[config.mk]
export PLATFORM = sky130hd
export DESIGN_NAME = hazard5_frontend
export DESIGN_NICKNAME = d
export VERILOG_FILES = /design/src/rtl/hazard5_frontend_pkg.sv /design/src/rtl/hazard5_prefetch_fifo.sv /design/src/rtl/hazard5_frontend.sv
export SDC_FILE = /design/constraint.sdc
export NUM_CORES = 1
export LEC_CHECK = 0
export ABC_CLOCK_PERIOD_IN_PS = 4190
export BUFFER_PORTS_ARGS = -buffer_cell sky130_fd_sc_hd__buf_4
export CORE_ASPECT_RATIO = 1.2
export CORE_UTILIZATION = 43
export DETAILED_ROUTE_END_ITERATION = 10
export PLACE_DENSITY = 0.67
export SLEW_MARGIN = 20
export SYNTH_ARGS = -nofsm -noshare
export SYNTH_HDL_FRONTEND = slang
export SYNTH_HIERARCHICAL = 1
export SYNTH_SLANG_ARGS = --single-unit
[constraint.sdc]
create_clock -name clk -period 4.19 [get_ports clk]
set_input_delay 0.2095 -clock clk [delete_from_list [all_inputs] [get_ports clk]]
set_output_delay 0.2095 -clock clk [all_outputs]
set_load 0.1 [all_outputs]
[src/rtl/hazard5_frontend_pkg.sv]
// Shared types and helpers for the Hazard5 instruction fetch frontend.
package hazard5_frontend_pkg;

    localparam int W_CIR_CNT = 2;
    localparam int W_HW      = 16;
    localparam int CIR_HW    = 3;

    typedef logic [W_HW-1:0] halfword_t;

    // Decode only ever sees two halfwords even when the third slot is full.
    function automatic logic [W_CIR_CNT-1:0] cir_visible(input logic [W_CIR_CNT-1:0] level);
        return (level == 2'd3) ? 2'd2 : level;
    endfunction

endpackage

[src/rtl/hazard5_prefetch_fifo.sv]
// Small synchronous word FIFO with flush and occupancy output.
module hazard5_prefetch_fifo #(
    parameter int W_DATA = 32,
    parameter int DEPTH  = 2
) (
    input  logic                        clk,
    input  logic                        rst_n,
    input  logic                        push,
    input  logic [W_DATA-1:0]           wdata,
    input  logic                        pop,
    input  logic                        flush,
    output logic [W_DATA-1:0]           rdata,
    output logic [$clog2(DEPTH):0]      level,
    output logic                        empty
);

    localparam int W_PTR = $clog2(DEPTH);
    localparam int W_LVL = W_PTR + 1;

    logic [W_DATA-1:0] mem_q [DEPTH];
    logic [W_PTR-1:0]  wptr_q;
    logic [W_PTR-1:0]  rptr_q;
    logic [W_LVL-1:0]  level_q;

    always_ff @(posedge clk) begin
        if (push && !flush) begin
            mem_q[wptr_q] <= wdata;
        end
    end

    always_ff @(posedge clk or negedge rst_n) begin
        if (!rst_n) begin
            wptr_q  <= '0;
            rptr_q  <= '0;
            level_q <= '0;
        end else if (flush) begin
            wptr_q  <= '0;
            rptr_q  <= '0;
            level_q <= '0;
        end else begin
            if (push) begin
                wptr_q <= wptr_q + W_PTR'(1);
            end
            if (pop) begin
                rptr_q <= rptr_q + W_PTR'(1);
            end
            level_q <= level_q + W_LVL'(push) - W_LVL'(pop);
        end
    end

    assign rdata = mem_q[rptr_q];
    assign level = level_q;
    assign empty = (level_q == '0);

endmodule

[src/rtl/hazard5_frontend.sv]
// Hazard5 fetch stage: throttled word fetch, prefetch FIFO and a
// halfword-granular current instruction register feeding decode.
module hazard5_frontend
    import hazard5_frontend_pkg::*;
#(
    parameter int                W_ADDR       = 32,
    parameter int                W_DATA       = 32,
    parameter int                FIFO_DEPTH   = 2,
    parameter logic [W_ADDR-1:0] RESET_VECTOR = '0,
    parameter bit                EXTENSION_C  = 1'b1
) (
    input  logic                 clk,
    input  logic                 rst_n,
    output logic [W_ADDR-1:0]    mem_addr,
    output logic                 mem_addr_vld,
    input  logic                 mem_addr_rdy,
    input  logic [W_DATA-1:0]    mem_data,
    input  logic                 mem_data_vld,
    output logic [31:0]          fd_cir,
    output logic [W_CIR_CNT-1:0] fd_cir_vld,
    input  logic [W_CIR_CNT-1:0] df_cir_use,
    input  logic                 df_cir_lock,
    input  logic                 d_jump_req,
    input  logic [W_ADDR-1:0]    d_jump_target,
    input  logic                 x_jump_req,
    input  logic [W_ADDR-1:0]    x_jump_target,
    output logic                 f_jump_rdy,
    output logic                 f_jump_now,
    output logic [W_ADDR-1:0]    f_jump_target
);

    localparam int W_LVL = $clog2(FIFO_DEPTH) + 1;

    logic [W_ADDR-1:0]               fetch_addr_q, fetch_addr_d;
    logic [2:0]                      pending_q, pending_d;
    logic [2:0]                      discard_q, discard_d;
    logic [CIR_HW-1:0][W_HW-1:0]     cir_q, cir_d;
    logic [W_CIR_CNT-1:0]            level_q, level_d;
    logic                            jumped_locked_q, jumped_locked_d;
    logic                            skip_half_q, skip_half_d;

    logic                            jump_now;
    logic [W_ADDR-1:0]               jump_target;
    logic                            issue_room;
    logic                            addr_accept;
    logic                            data_in_vld;

    logic [W_DATA-1:0]               fifo_rdata;
    logic [W_LVL-1:0]                fifo_level;
    logic                            fifo_empty;
    logic                            fifo_push;
    logic                            fifo_pop;

    logic [W_CIR_CNT-1:0]            level_shift;
    logic [CIR_HW-1:0][W_HW-1:0]     cir_shift;
    logic [W_CIR_CNT:0]              src;
    logic                            do_fill;
    logic [W_DATA-1:0]               fill_word;

    // Jumps ride on the address phase: no accept, no redirect.
    assign jump_target   = x_jump_req ? x_jump_target : d_jump_target;
    assign jump_now      = rst_n & mem_addr_rdy & (x_jump_req | d_jump_req);
    assign f_jump_now    = jump_now;
    assign f_jump_rdy    = mem_addr_rdy & ~x_jump_req;
    assign f_jump_target = jump_target;

    assign issue_room   = (32'(fifo_level) + 32'(pending_q)) < 32'(FIFO_DEPTH);
    assign mem_addr_vld = rst_n & (jump_now | issue_room);
    assign mem_addr     = jump_now ? {jump_target[W_ADDR-1:2], 2'b00} : fetch_addr_q;
    assign addr_accept  = mem_addr_vld & mem_addr_rdy;

    // A word returning in the jump cycle still belongs to the old stream.
    assign data_in_vld = mem_data_vld & ~jump_now & (discard_q == 3'd0);

    always_comb begin
        fetch_addr_d = addr_accept ? mem_addr + W_ADDR'(4) : fetch_addr_q;
        pending_d    = pending_q + {2'b00, addr_accept} - {2'b00, mem_data_vld};
        discard_d    = discard_q;
        if (jump_now) begin
            discard_d = pending_q - {2'b00, mem_data_vld};
        end else if (mem_data_vld && discard_q != 3'd0) begin
            discard_d = discard_q - 3'd1;
        end
    end

    always_comb begin
        level_shift     = (jumped_locked_q && !df_cir_lock) ? '0 : level_q - df_cir_use;
        src             = '0;
        cir_shift       = '0;
        for (int i = 0; i < CIR_HW; i++) begin
            src = 3'(i) + {1'b0, df_cir_use};
            if (2'(i) < level_shift && src < 3'(CIR_HW)) begin
                cir_shift[i] = cir_q[src[1:0]];
            end
        end

        do_fill         = ~jump_now & ~df_cir_lock & (level_shift <= 2'd1)
                          & (~fifo_empty | data_in_vld);
        fill_word       = fifo_empty ? mem_data : fifo_rdata;
        cir_d           = cir_shift;
        level_d         = level_shift;
        skip_half_d     = skip_half_q;
        jumped_locked_d = jumped_locked_q & df_cir_lock;

        if (do_fill) begin
            if (skip_half_q) begin
                cir_d[level_shift] = fill_word[31:16];
                level_d            = level_shift + 2'd1;
                skip_half_d        = 1'b0;
            end else begin
                cir_d[level_shift]        = fill_word[15:0];
                cir_d[level_shift + 2'd1] = fill_word[31:16];
                level_d                   = level_shift + 2'd2;
            end
        end

        // A locked CIR keeps its contents; the flush is deferred to unlock.
        if (jump_now) begin
            skip_half_d = EXTENSION_C & jump_target[1];
            if (df_cir_lock) begin
                jumped_locked_d = 1'b1;
            end else begin
                cir_d   = '0;
                level_d = '0;
            end
        end
    end

    assign fifo_pop  = do_fill & ~fifo_empty;
    assign fifo_push = data_in_vld & ~(do_fill & fifo_empty);

    hazard5_prefetch_fifo #(
        .W_DATA (W_DATA),
        .DEPTH  (FIFO_DEPTH)
    ) u_fifo (
        .clk   (clk),
        .rst_n (rst_n),
        .push  (fifo_push),
        .wdata (mem_data),
        .pop   (fifo_pop),
        .flush (jump_now),
        .rdata (fifo_rdata),
        .level (fifo_level),
        .empty (fifo_empty)
    );

    always_ff @(posedge clk or negedge rst_n) begin
        if (!rst_n) begin
            fetch_addr_q    <= RESET_VECTOR;
            pending_q       <= '0;
            discard_q       <= '0;
            cir_q           <= '0;
            level_q         <= '0;
            jumped_locked_q <= 1'b0;
            skip_half_q     <= 1'b0;
        end else begin
            fetch_addr_q    <= fetch_addr_d;
            pending_q       <= pending_d;
            discard_q       <= discard_d;
            cir_q           <= cir_d;
            level_q         <= level_d;
            jumped_locked_q <= jumped_locked_d;
            skip_half_q     <= skip_half_d;
        end
    end

    assign fd_cir     = {cir_q[1], cir_q[0]};
    assign fd_cir_vld = cir_visible(level_q);

`ifndef SYNTHESIS
    assert property (@(posedge clk) disable iff (!rst_n) df_cir_use <= fd_cir_vld);
`endif

endmodule
==> results of run 1 <==
[routing by layer]
metal / up-vias / GRT usage [%] / routed length (um)
li1: 4546 / - / -
met4: 0 / 6.31 / 377
met1: 4485 / 31.6 / 13300
met3: 30 / 4.51 / 2040
met2: 359 / 39.3 / 15000
met5: - / 0 / 0
[state kept, by name, summed over array words and instances (netlist names)]
signal / flops
cir_q: 16
discard_q: 3
fd_cir: 32
pending_q: 3
skip_half_q: 1
u_fifo/rptr_q: 1
fetch_addr_q: 32
u_fifo/mem_q: 64
u_fifo/wptr_q: 1
level_q: 2
u_fifo/level: 2
jumped_locked_q: 1
[final cells by class]
type                       instances  area, um^2  share of cell area, %
tap                              325         407                   3.03
timing repair buffer             272        2120                   15.8
inverter                          45         169                   1.26
clock inverter                    14         109                  0.812
multi-input combinational        841        5880                   43.9
sequential                       158        4280                   31.9
clock buffer                      18         439                   3.28
antenna                            2        5.00                 0.0373
[worst reg2reg max path, cell delays in order (launching register included)]
cell and delay, ns:
dfrtp_1 0.36, inv_1 0.08, ha_1 0.15, xnor3_1 0.27, nor2_1 0.25, inv_1 0.17
ha_1 0.30, buf_4 0.23, nor2_1 0.45, o21ai_0 0.24, a21oi_1 0.17, a211oi_1 0.06
nor3_1 0.20
[cells in the final DEF, fill, tap and decap left out, drive strengths merged, types with 20 or more instances in the layout]
cell type,count
dfrtp,94
and2,24
inv,47
nor2,74
nand3,20
a22oi,22
dlygate4sd3,33
nand2,119
mux2i,91
o21ai,108
mux2,67
a211oi,33
buf,239
ha,20
edfxtp,64
o22ai,21
a21oi,47
[how the worst min path moves through the flow]
stage	startpoint	end	slack (ns)	cells after the start
global placement	mem_data[23]	u_fifo/mem_q[1][23]	0.41	1
global route	df_cir_lock	jumped_locked_q	0.11	3
floorplan	rst_n	cir_q[32]	-0.09	0
detailed placement	mem_data[27]	u_fifo/mem_q[1][27]	0.41	1
CTS	df_cir_lock	jumped_locked_q	0.09	3
finish	df_cir_lock	jumped_locked_q	0.11	3
[logic make-up (layout without fill, tap and decap cells)]
kind of cell | Yosys count | after routing | synth area share, %
and+or+nand+nor | 321 | 321 | 14.2
adders and majority gates | 22 | 22 | 2.66
muxes | 158 | 158 | 16.2
buffers and inverters | 162 | 349 | 7.48
other | 0 | 2 | 0
AOI/OAI and AO/OA | 315 | 315 | 18.1
xor gates and xnor gates | 25 | 25 | 2.25
DFF | 158 | 158 | 39.1
[stage by stage]
step / hold slack [ns] / area, um^2 / cells / power [mW]
after floorplan: -0.0861 / 11000 / 1161 / 6.92
after global placement: 0.406 / 12500 / 1608 / 7.97
final: 0.111 / 13400 / 1675 / 9.55
after detailed placement: 0.407 / 12500 / 1608 / 8.04
after global routing: 0.114 / 13400 / 1675 / 10.1
after CTS: 0.0943 / 13400 / 1673 / 9.54
[power by group through the flow]
| stage | registers [mW] | logic, mW | clock network [mW] |
|---|---|---|---|
| final | 2.39 | 5.70 | 1.47 |
| after global routing | 2.44 | 6.09 | 1.55 |
| after CTS | 2.38 | 5.67 | 1.48 |
| after detailed placement | 2.41 | 5.63 | 0 |
| after global placement | 2.40 | 5.57 | 0 |
| after floorplan | 2.25 | 4.68 | 0 |
[timing repair]
action / CTS / global route
setup endpoints to repair: 0 / 0
hold buffers: 33 / 0
buffers inserted: 0 / 0
endpoints found under the hold margin: 71 / 0
==> results.py, run 1 <==
metrics = {
    "power": {
        "ir_worst_vdd_mv": 0.533,
        "intPower_mw": 4.52,
        "clkPwrFrac_pct": 15.3,
        "switching_share_pct": 52.7,
        "p_per_area_nw_per_um2": 713,
        "switchingPower_mw": 5.04,
        "power.leakage_nw": 5.80,
        "combPwrFrac_pct": 59.7,
        "seq_power_share_pct": 25.0,
    },
    "final_layout": {
        "nFillCells": 2236,
        "utilization_pct": 54.0,
        "layout-drive-gt1-share_pct": 26.0,
        "nets": 1462,
        "area_delta_synth_final_pct": 22.6,
    },
    "timing": {
        "clock_skew_ns": 0.0136,
        "finalMaxSlewViolations": 0,
        "hold_violations": 0,
        "tightest_slew_ns": 1.04,
        "finalSetupViolations": 0,
        "setup_slack_ns": 1.06,
        "final.setup.tns_ns": 0,
        "maxSlewHeadroom_pct": 30.6,
        "period_minus_slack_ns": 3.13,
        "rsz0062_at_grt": "false",
        "period_share_pct": 74.8,
        "max_freq_mhz": 319,
    },
    "clock_tree": {
        "clockBufferDepth": 2,
        "clk_pin_slew_worst_paths_ns": 0.07,
        "cts-root-buf": "clkbuf_16",
        "cts_max_level": 4,
        "clk_latency_ns": 0.44,
        "cts_sinks": 158,
        "cts_inserted_buffers": 17,
        "cts_resized": 0,
        "cts_tree": "built",
    },
    "critical_path": {
        "critPathSlowestCell": "or4_1",
        "critPathKind": "in -> reg",
        "r2r_slack_ns": 1.16,
        "r2r_cells": 12,
        "critPathCaptureType": "flop",
        "path_buf_inv": 4,
        "crit_cells": 12,
        "cpPeakStageDelay_ns": 0.53,
        "r2r-end": "fd_cir[2]",
        "worstPathMaxFanout": 13,
        "rr_startpoint": "level_q[0]",
        "startpoint": "rst_n",
        "worstPathArrival_ns": 3.49,
        "cp-start-kind": "input pin",
        "crit_family": "simple AND/OR/NAND/NOR gates",
        "path_cells": "dlygate4sd3_1 > buf_4 > o211ai_1 > inv_1 > nand2_1 > nand2_4 > ha_1 > o2111ai_1 > buf_4 > or4_1 > or4_1 > a31oi_1",
        "worstPathRequired_ns": 4.55,
        "crit_end": "fetch_addr_q[30]",
    },
    "hold_path": {
        "hp-class": "in -> reg",
    },
    "floorplanning": {
        "coreArea_um2": 24800,
        "die-height_um": 177,
        "fp-row-count": 63,
        "ios": 206,
        "start_util_pct": 44.0,
        "die_w_um": 148,
        "dieArea_um2": 26100,
    },
    "route": {
        "vias": 9420,
        "routed_wl_um": 30700,
        "viasPerCell": 5.62,
        "wire_per_inst_um": 18.3,
        "drt_iter0_markers": 761,
        "firstDrtPassIters": 6,
        "drc": 0,
        "ant_nets": 0,
    },
    "synthesis": {
        "synth_area_leaders": "dfrtp_1 22%, edfxtp_1 18%, mux2i_1 8.3%, o21ai_0 4.9%, nand2_1 4.1%",
        "ys.warnings.count": 6,
        "synthMostInstantiatedCell": "nand2_1",
        "synth_cell_types": 66,
        "syn_nets": 1288,
        "synth.top_cell.area_share_pct": 21.5,
        "synthesis.area_um2": 10900,
        "synthTopCellsByCount": "119 x nand2_1, 107 x o21ai_0, 94 x dfrtp_1",
        "yosys.area.top_type": "dfrtp_1",
        "synth_area_per_cell_um2": 9.42,
        "async_reset_ff_share_pct": 59.5,
        "syn_inst": 1161,
        "postSynthRegisterBits": 158,
        "ys.flop_type": "dfrtp_1",
        "synth_edf_count": 64,
        "synth_seq_area_share_pct": 39.1,
    },
    "flow_run": {
        "max-cap-violations": 0,
    },
    "grt": {
        "overflow": 0,
        "grt_pass1_vias": 8926,
        "antenna_found_initial": 2,
        "gr-usage-all-layers_pct": 23.7,
        "grt_start_max_net_pins": 55,
        "grt_pass1_wl_um": 48600,
    },
    "outcome": {
        "status": "completed",
    },
    "placed_design": {
        "post-place-ws_ns": 0.842,
        "gp_congestion": 0.907,
        "io_buffers": 205,
        "dpl.hpwl_um": 22500,
    },
}
Power figures use the tool's default switching activity.
==> run 2: changes to the inputs <==
- ABC_CLOCK_PERIOD_IN_PS: 4190 -> 2800
- clock period: 4.19 -> 2.8 ns (I/O delays scaled with it)
==> run 2 against run 1 <==
  * Critical path depth unchanged
  * Count of clock-buffer cells in the layout is 1 lower
  * Wire length increased by 4.9%
  * Largest cell class unchanged
  * Die area unchanged
  * First-iteration DRC count fell by 11%
  * Global-route usage up 1.2 points
  * Critical endpoint is now pending_q[2]
  * Non-clock buffer count rose by 47
  * Worst hold slack got worse by 0.042 ns
  * Clock power grew 63%
  * Sequential power is 47% higher
  * Flip-flop and latch count is the same
  * Clock skew is 0.0011 ns higher
==> results.py, run 2 (synthesized netlist as in run 1, its figures left out) <==
metrics = {
    "outcome": {
        "status": "completed",
    },
    "critical_path": {
        "path_cells": "and2_1 > fa_2 > o22ai_1 > a31oi_1 > nor2_2 > inv_2 > ha_1 > inv_1 > ha_1 > fa_2 > xor2_2 > xnor2_1",
        "rr_startpoint": "pending_q[0]",
        "worstPathMaxFanout": 4,
        "critPathSlowestCell": "dfrtp_1",
        "critPathKind": "reg -> reg",
        "critPathCaptureType": "flop",
        "crit_family": "adder cells",
        "worstPathArrival_ns": 2.94,
        "path_buf_inv": 2,
        "cpPeakStageDelay_ns": 0.42,
        "crit_end": "pending_q[2]",
        "cp-start-kind": "flop",
        "r2r_cells": 12,
        "crit_cells": 12,
        "r2r-end": "pending_q[2]",
        "startpoint": "pending_q[0]",
        "r2r_slack_ns": 0.18,
        "worstPathRequired_ns": 3.12,
    },
    "timing": {
        "setup_slack_ns": 0.181,
        "clock_skew_ns": 0.0147,
        "max_freq_mhz": 382,
        "tightest_slew_ns": 0.957,
        "maxSlewHeadroom_pct": 36.2,
        "finalSetupViolations": 0,
        "finalMaxSlewViolations": 0,
        "period_minus_slack_ns": 2.62,
        "period_share_pct": 93.5,
        "whs_ns": 0.0691,
        "hold_violations": 0,
        "rsz0062_at_grt": "false",
    },
    "final_layout": {
        "final_cell_mix": "282 x buf_4, 113 x nand2_1, 97 x o21ai_0",
        "nFillCells": 2229,
        "nets": 1509,
        "layout-drive-gt1-share_pct": 30.4,
        "area_delta_synth_final_pct": 28.6,
        "final_common_cell": "buf_4",
        "top_register": "u_fifo/mem_q",
        "largest_reg_flops": 64,
    },
    "placed_design": {
        "gp_congestion": 0.910,
        "post-place-ws_ns": -0.00250,
        "dpl.hpwl_um": 23700,
        "io_buffers": 205,
    },
    "grt": {
        "grt_pass1_vias": 9278,
        "grt_pass1_wl_um": 50600,
        "overflow": 0,
        "grt_start_max_net_pins": 73,
        "antenna_found_initial": 2,
        "gr-usage-all-layers_pct": 24.9,
    },
    "floorplanning": {
        "die_w_um": 148,
        "dieArea_um2": 26100,
        "fp-row-count": 63,
        "coreArea_um2": 24800,
        "start_util_pct": 44.0,
        "die-height_um": 177,
        "ios": 206,
    },
    "clock_tree": {
        "clockBufferDepth": 2,
        "cts_tree": "built",
        "cts_sinks": 158,
        "cts-root-buf": "clkbuf_16",
        "clk_latency_ns": 0.43,
        "cts_inserted_buffers": 17,
        "clk_pin_slew_worst_paths_ns": 0.07,
        "cts_max_level": 4,
    },
    "hold_path": {
        "holdPathStages": 3,
        "hp-class": "in -> reg",
    },
    "power": {
        "ir_worst_vdd_mv": 0.780,
        "power.leakage_nw": 6.11,
        "p_per_area_nw_per_um2": 1070,
    },
    "flow_run": {
        "max-cap-violations": 0,
    },
    "route": {
        "drt_iter0_markers": 681,
        "ant_nets": 0,
        "wire_per_inst_um": 18.7,
        "vias": 9743,
        "routed_wl_um": 32200,
        "viasPerCell": 5.66,
        "firstDrtPassIters": 6,
        "drc": 0,
    },
}
[run 2: power by group]
group	total (mW)	leakage, nW	internal [mW]	switching [mW]
combinational	9.16	4.01	2.91	6.24
clock	2.39	0.300	1.35	1.04
sequential	3.52	1.81	2.99	0.530
total	15.1	6.11	7.25	7.81
[run 2: worst min path at each step]
stage | startpoint | slack [ns] | endpoint
2_1_floorplan | rst_n | -0.16 | cir_q[32]
3_3_place_gp | rst_n | 0.22 | fetch_addr_q[13]
3_5_place_dp | rst_n | 0.22 | fetch_addr_q[13]
4_1_cts | df_cir_lock | 0.06 | jumped_locked_q
5_1_grt | df_cir_lock | 0.09 | jumped_locked_q
6_report | df_cir_lock | 0.07 | jumped_locked_q
[run 2: routing by layer]
metal  part of all wire [%]  track usage (%)
met5                  0.040                0
met4                    2.3             7.39
met3                    6.3             4.59
met2                     50             43.6
met1                     41             31.2
[run 2: what timing repair did]
item | in CTS | in global routing
buffers inserted | 0 | 1
gates resized for setup | 0 | 2
endpoints found under the hold margin | 86 | 0
hold buffers | 33 | 0
setup endpoints to repair | 0 | 2
[run 2: worst min-delay path, stage by stage]
cell	delay, ns
buf_4	0.11
inv_1	0.10
nor2_1	0.12
[run 2: metrics by stage]
| step | utilization (%) | power, mW | instance area [um^2] | instances | setup TNS, ns |
|---|---|---|---|---|---|
| after CTS | 56.5 | 15.0 | 14000 | 1719 | 0 |
| after global routing | 56.6 | 15.8 | 14100 | 1721 | 0 |
| after global placement | 52.8 | 12.5 | 13100 | 1654 | 0 |
| after detailed placement | 52.8 | 12.6 | 13100 | 1654 | -0.00250 |
| final | 56.6 | 15.1 | 14100 | 1722 | 0 |
| after floorplan | - | 10.5 | 11200 | 1161 | -2.98 |
[run 2: area by class of cell]
cell class	instances	area [um^2]	area share [%]
clock inverter	15	176	1.26
inverter	45	176	1.26
multi-input combinational	841	6060	43.1
sequential	158	4280	30.4
antenna	2	5.00	0.0356
timing repair buffer	319	2530	18.0
tap	325	407	2.89
clock buffer	17	425	3.03
==> run 3: changes to the inputs <==
- CELL_PAD_IN_SITES_DETAIL_PLACEMENT: not set -> 1
- CELL_PAD_IN_SITES_GLOBAL_PLACEMENT: not set -> 1
- CORE_UTILIZATION: 43 -> 39
- PLACE_DENSITY: 0.67 -> not set
- PLACE_DENSITY_LB_ADDON: not set -> 0.1
==> run 3 against run 2 <==
  * Clock power down 5%
  * Utilization down 4.1 points
  * Non-clock buffer count up 25
  * Count of clock-buffer cells in the layout up 2
  * Register-to-register slack worse by 0.16 ns
  * Worst setup slack worse by 0.16 ns
  * First-iteration DRC count down 20%
==> results.py, run 3 (synthesized netlist as in run 1, its figures left out) <==
metrics = {
    "critical_path": {
        "r2r-end": "pending_q[2]",
        "rr_startpoint": "pending_q[0]",
        "cpPeakStageDelay_ns": 0.43,
        "worstPathRequired_ns": 3.12,
        "r2r_slack_ns": 0.02,
        "r2r_cells": 12,
        "critPathKind": "reg -> reg",
        "path_cells": "and2_4 > fa_2 > o22ai_2 > a31oi_2 > nor2_2 > inv_2 > ha_4 > inv_2 > ha_4 > fa_2 > xor2_2 > xnor2_1",
        "path_buf_inv": 2,
        "cp-start-kind": "flop",
        "startpoint": "pending_q[0]",
        "worstPathMaxFanout": 3,
        "crit_cells": 12,
        "crit_end": "pending_q[2]",
        "critPathSlowestCell": "dfrtp_2",
        "crit_family": "adder cells",
        "worstPathArrival_ns": 3.10,
        "critPathCaptureType": "flop",
    },
    "timing": {
        "whs_ns": 0.0608,
        "max_freq_mhz": 360,
        "finalSetupViolations": 0,
        "period_minus_slack_ns": 2.78,
        "tightest_slew_ns": 0.616,
        "finalMaxSlewViolations": 0,
        "final.setup.tns_ns": 0,
        "hold_violations": 0,
        "setup_slack_ns": 0.0242,
        "rsz0062_at_grt": "true",
        "maxSlewHeadroom_pct": 58.9,
        "period_share_pct": 99.1,
        "clock_skew_ns": 0.00949,
    },
    "power": {
        "switching_share_pct": 52.2,
        "clkPwrFrac_pct": 15.0,
        "intPower_mw": 7.30,
        "p_per_area_nw_per_um2": 1060,
        "switchingPower_mw": 7.96,
        "power.leakage_nw": 6.20,
        "ir_worst_vdd_mv": 0.641,
        "combPwrFrac_pct": 61.9,
        "finalPower_mw": 15.3,
        "seq_power_share_pct": 23.1,
    },
    "clock_tree": {
        "cts_sinks": 158,
        "clk_pin_slew_worst_paths_ns": 0.07,
        "cts_tree": "built",
        "clockBufferDepth": 2,
        "cts_inserted_buffers": 17,
        "cts-root-buf": "clkbuf_16",
        "cts_max_level": 4,
        "clk_latency_ns": 0.44,
    },
    "placed_design": {
        "placed_area_um2": 13400,
        "post-place-ws_ns": -0.0566,
        "dp_cells": 1724,
        "dpl.hpwl_um": 26500,
        "io_buffers": 205,
        "gp_congestion": 0.832,
    },
    "final_layout": {
        "final_cell_mix": "302 x buf_4, 113 x nand2_1, 97 x o21ai_0",
        "layout-drive-gt1-share_pct": 32.1,
        "layout.cells.non_filler": 1794,
        "area_delta_synth_final_pct": 31.3,
        "largest_reg_flops": 64,
        "nets": 1534,
        "diodes": 0,
        "top_register": "u_fifo/mem_q",
        "final_common_cell": "buf_4",
        "utilization_pct": 52.5,
        "design_area_um2": 14400,
    },
    "route": {
        "routed_wl_um": 34900,
        "ant_nets": 0,
        "drc": 0,
        "wire_per_inst_um": 19.5,
        "viasPerCell": 5.46,
        "vias": 9792,
        "drt_iter0_markers": 546,
        "firstDrtPassIters": 4,
    },
    "grt": {
        "grt_start_max_net_pins": 50,
        "grt_pass1_vias": 10100,
        "overflow": 0,
        "antenna_found_initial": 0,
        "gr-usage-all-layers_pct": 24.9,
        "grt_pass1_wl_um": 55500,
    },
    "floorplanning": {
        "start_util_pct": 40.0,
        "fp-row-count": 66,
        "die-height_um": 185,
        "ios": 206,
        "coreArea_um2": 27300,
        "die_w_um": 155,
        "dieArea_um2": 28700,
    },
    "hold_path": {
        "hp-class": "in -> reg",
        "hold_start": "df_cir_lock",
    },
    "flow_run": {
        "max-cap-violations": 0,
    },
    "outcome": {
        "status": "completed",
    },
}
-- run 3: changes by cell type in the layout (fill, tap and decap cells not counted), sizes merged --
cell / before / now
clkinvlp: 2 / 7
clkbuf: 17 / 19
buf: 286 / 311
clkinv: 9 / 7
inv: 47 / 43
bufinv: 2 / 1
diode: 2 / 0
-- run 3: metal layers --
| metal | part of all wire [%] | track usage, % |
|---|---|---|
| met5 | 0 | 0 |
| met4 | 2.3 | 8.59 |
| met3 | 4.4 | 3.91 |
| met2 | 49 | 42.8 |
| met1 | 45 | 31.8 |
-- run 3: power groups by stage --
stage | sequential (mW) | clock [mW] | combinational (mW)
after floorplan | 3.38 | 0 | 7.17
after global routing | 3.61 | 2.41 | 10.1
final | 3.53 | 2.28 | 9.45
after CTS | 3.52 | 2.33 | 9.34
after global placement | 3.54 | 0 | 9.04
after detailed placement | 3.57 | 0 | 9.23
-- run 3: final cells by class --
| class | instances | area [um^2] |
|---|---|---|
| Tap cell | 374 | 468 |
| Timing Repair Buffer | 344 | 2760 |
| Multi-Input combinational cell | 841 | 6110 |
| Fill cell | 3136 | 13000 |
| Clock buffer | 19 | 433 |
| Inverter | 45 | 176 |
| Sequential cell | 158 | 4280 |
| Clock inverter | 13 | 133 |
-- run 3: worst min path at each step --
stage | to | slack (ns) | cells past startpoint
finish | jumped_locked_q | 0.06 | 3
floorplan | cir_q[32] | -0.16 | 0
detailed placement | fetch_addr_q[13] | 0.34 | 2
CTS | jumped_locked_q | 0.05 | 3
global placement | fetch_addr_q[13] | 0.34 | 2
global route | jumped_locked_q | 0.08 | 3
-- run 3: timing repair --
action / in CTS / in global routing
setup buffers: 1 / 4
hold endpoints to repair: 110 / 0
resized for setup: 0 / 13
pin swaps: 1 / 6
setup endpoints to repair: 1 / 16
hold buffers: 33 / 0
-- run 3: tightest hold or removal path, cell delays in order --
cell    delay, ns
buf_4        0.12
inv_1        0.10
nor2_1       0.11
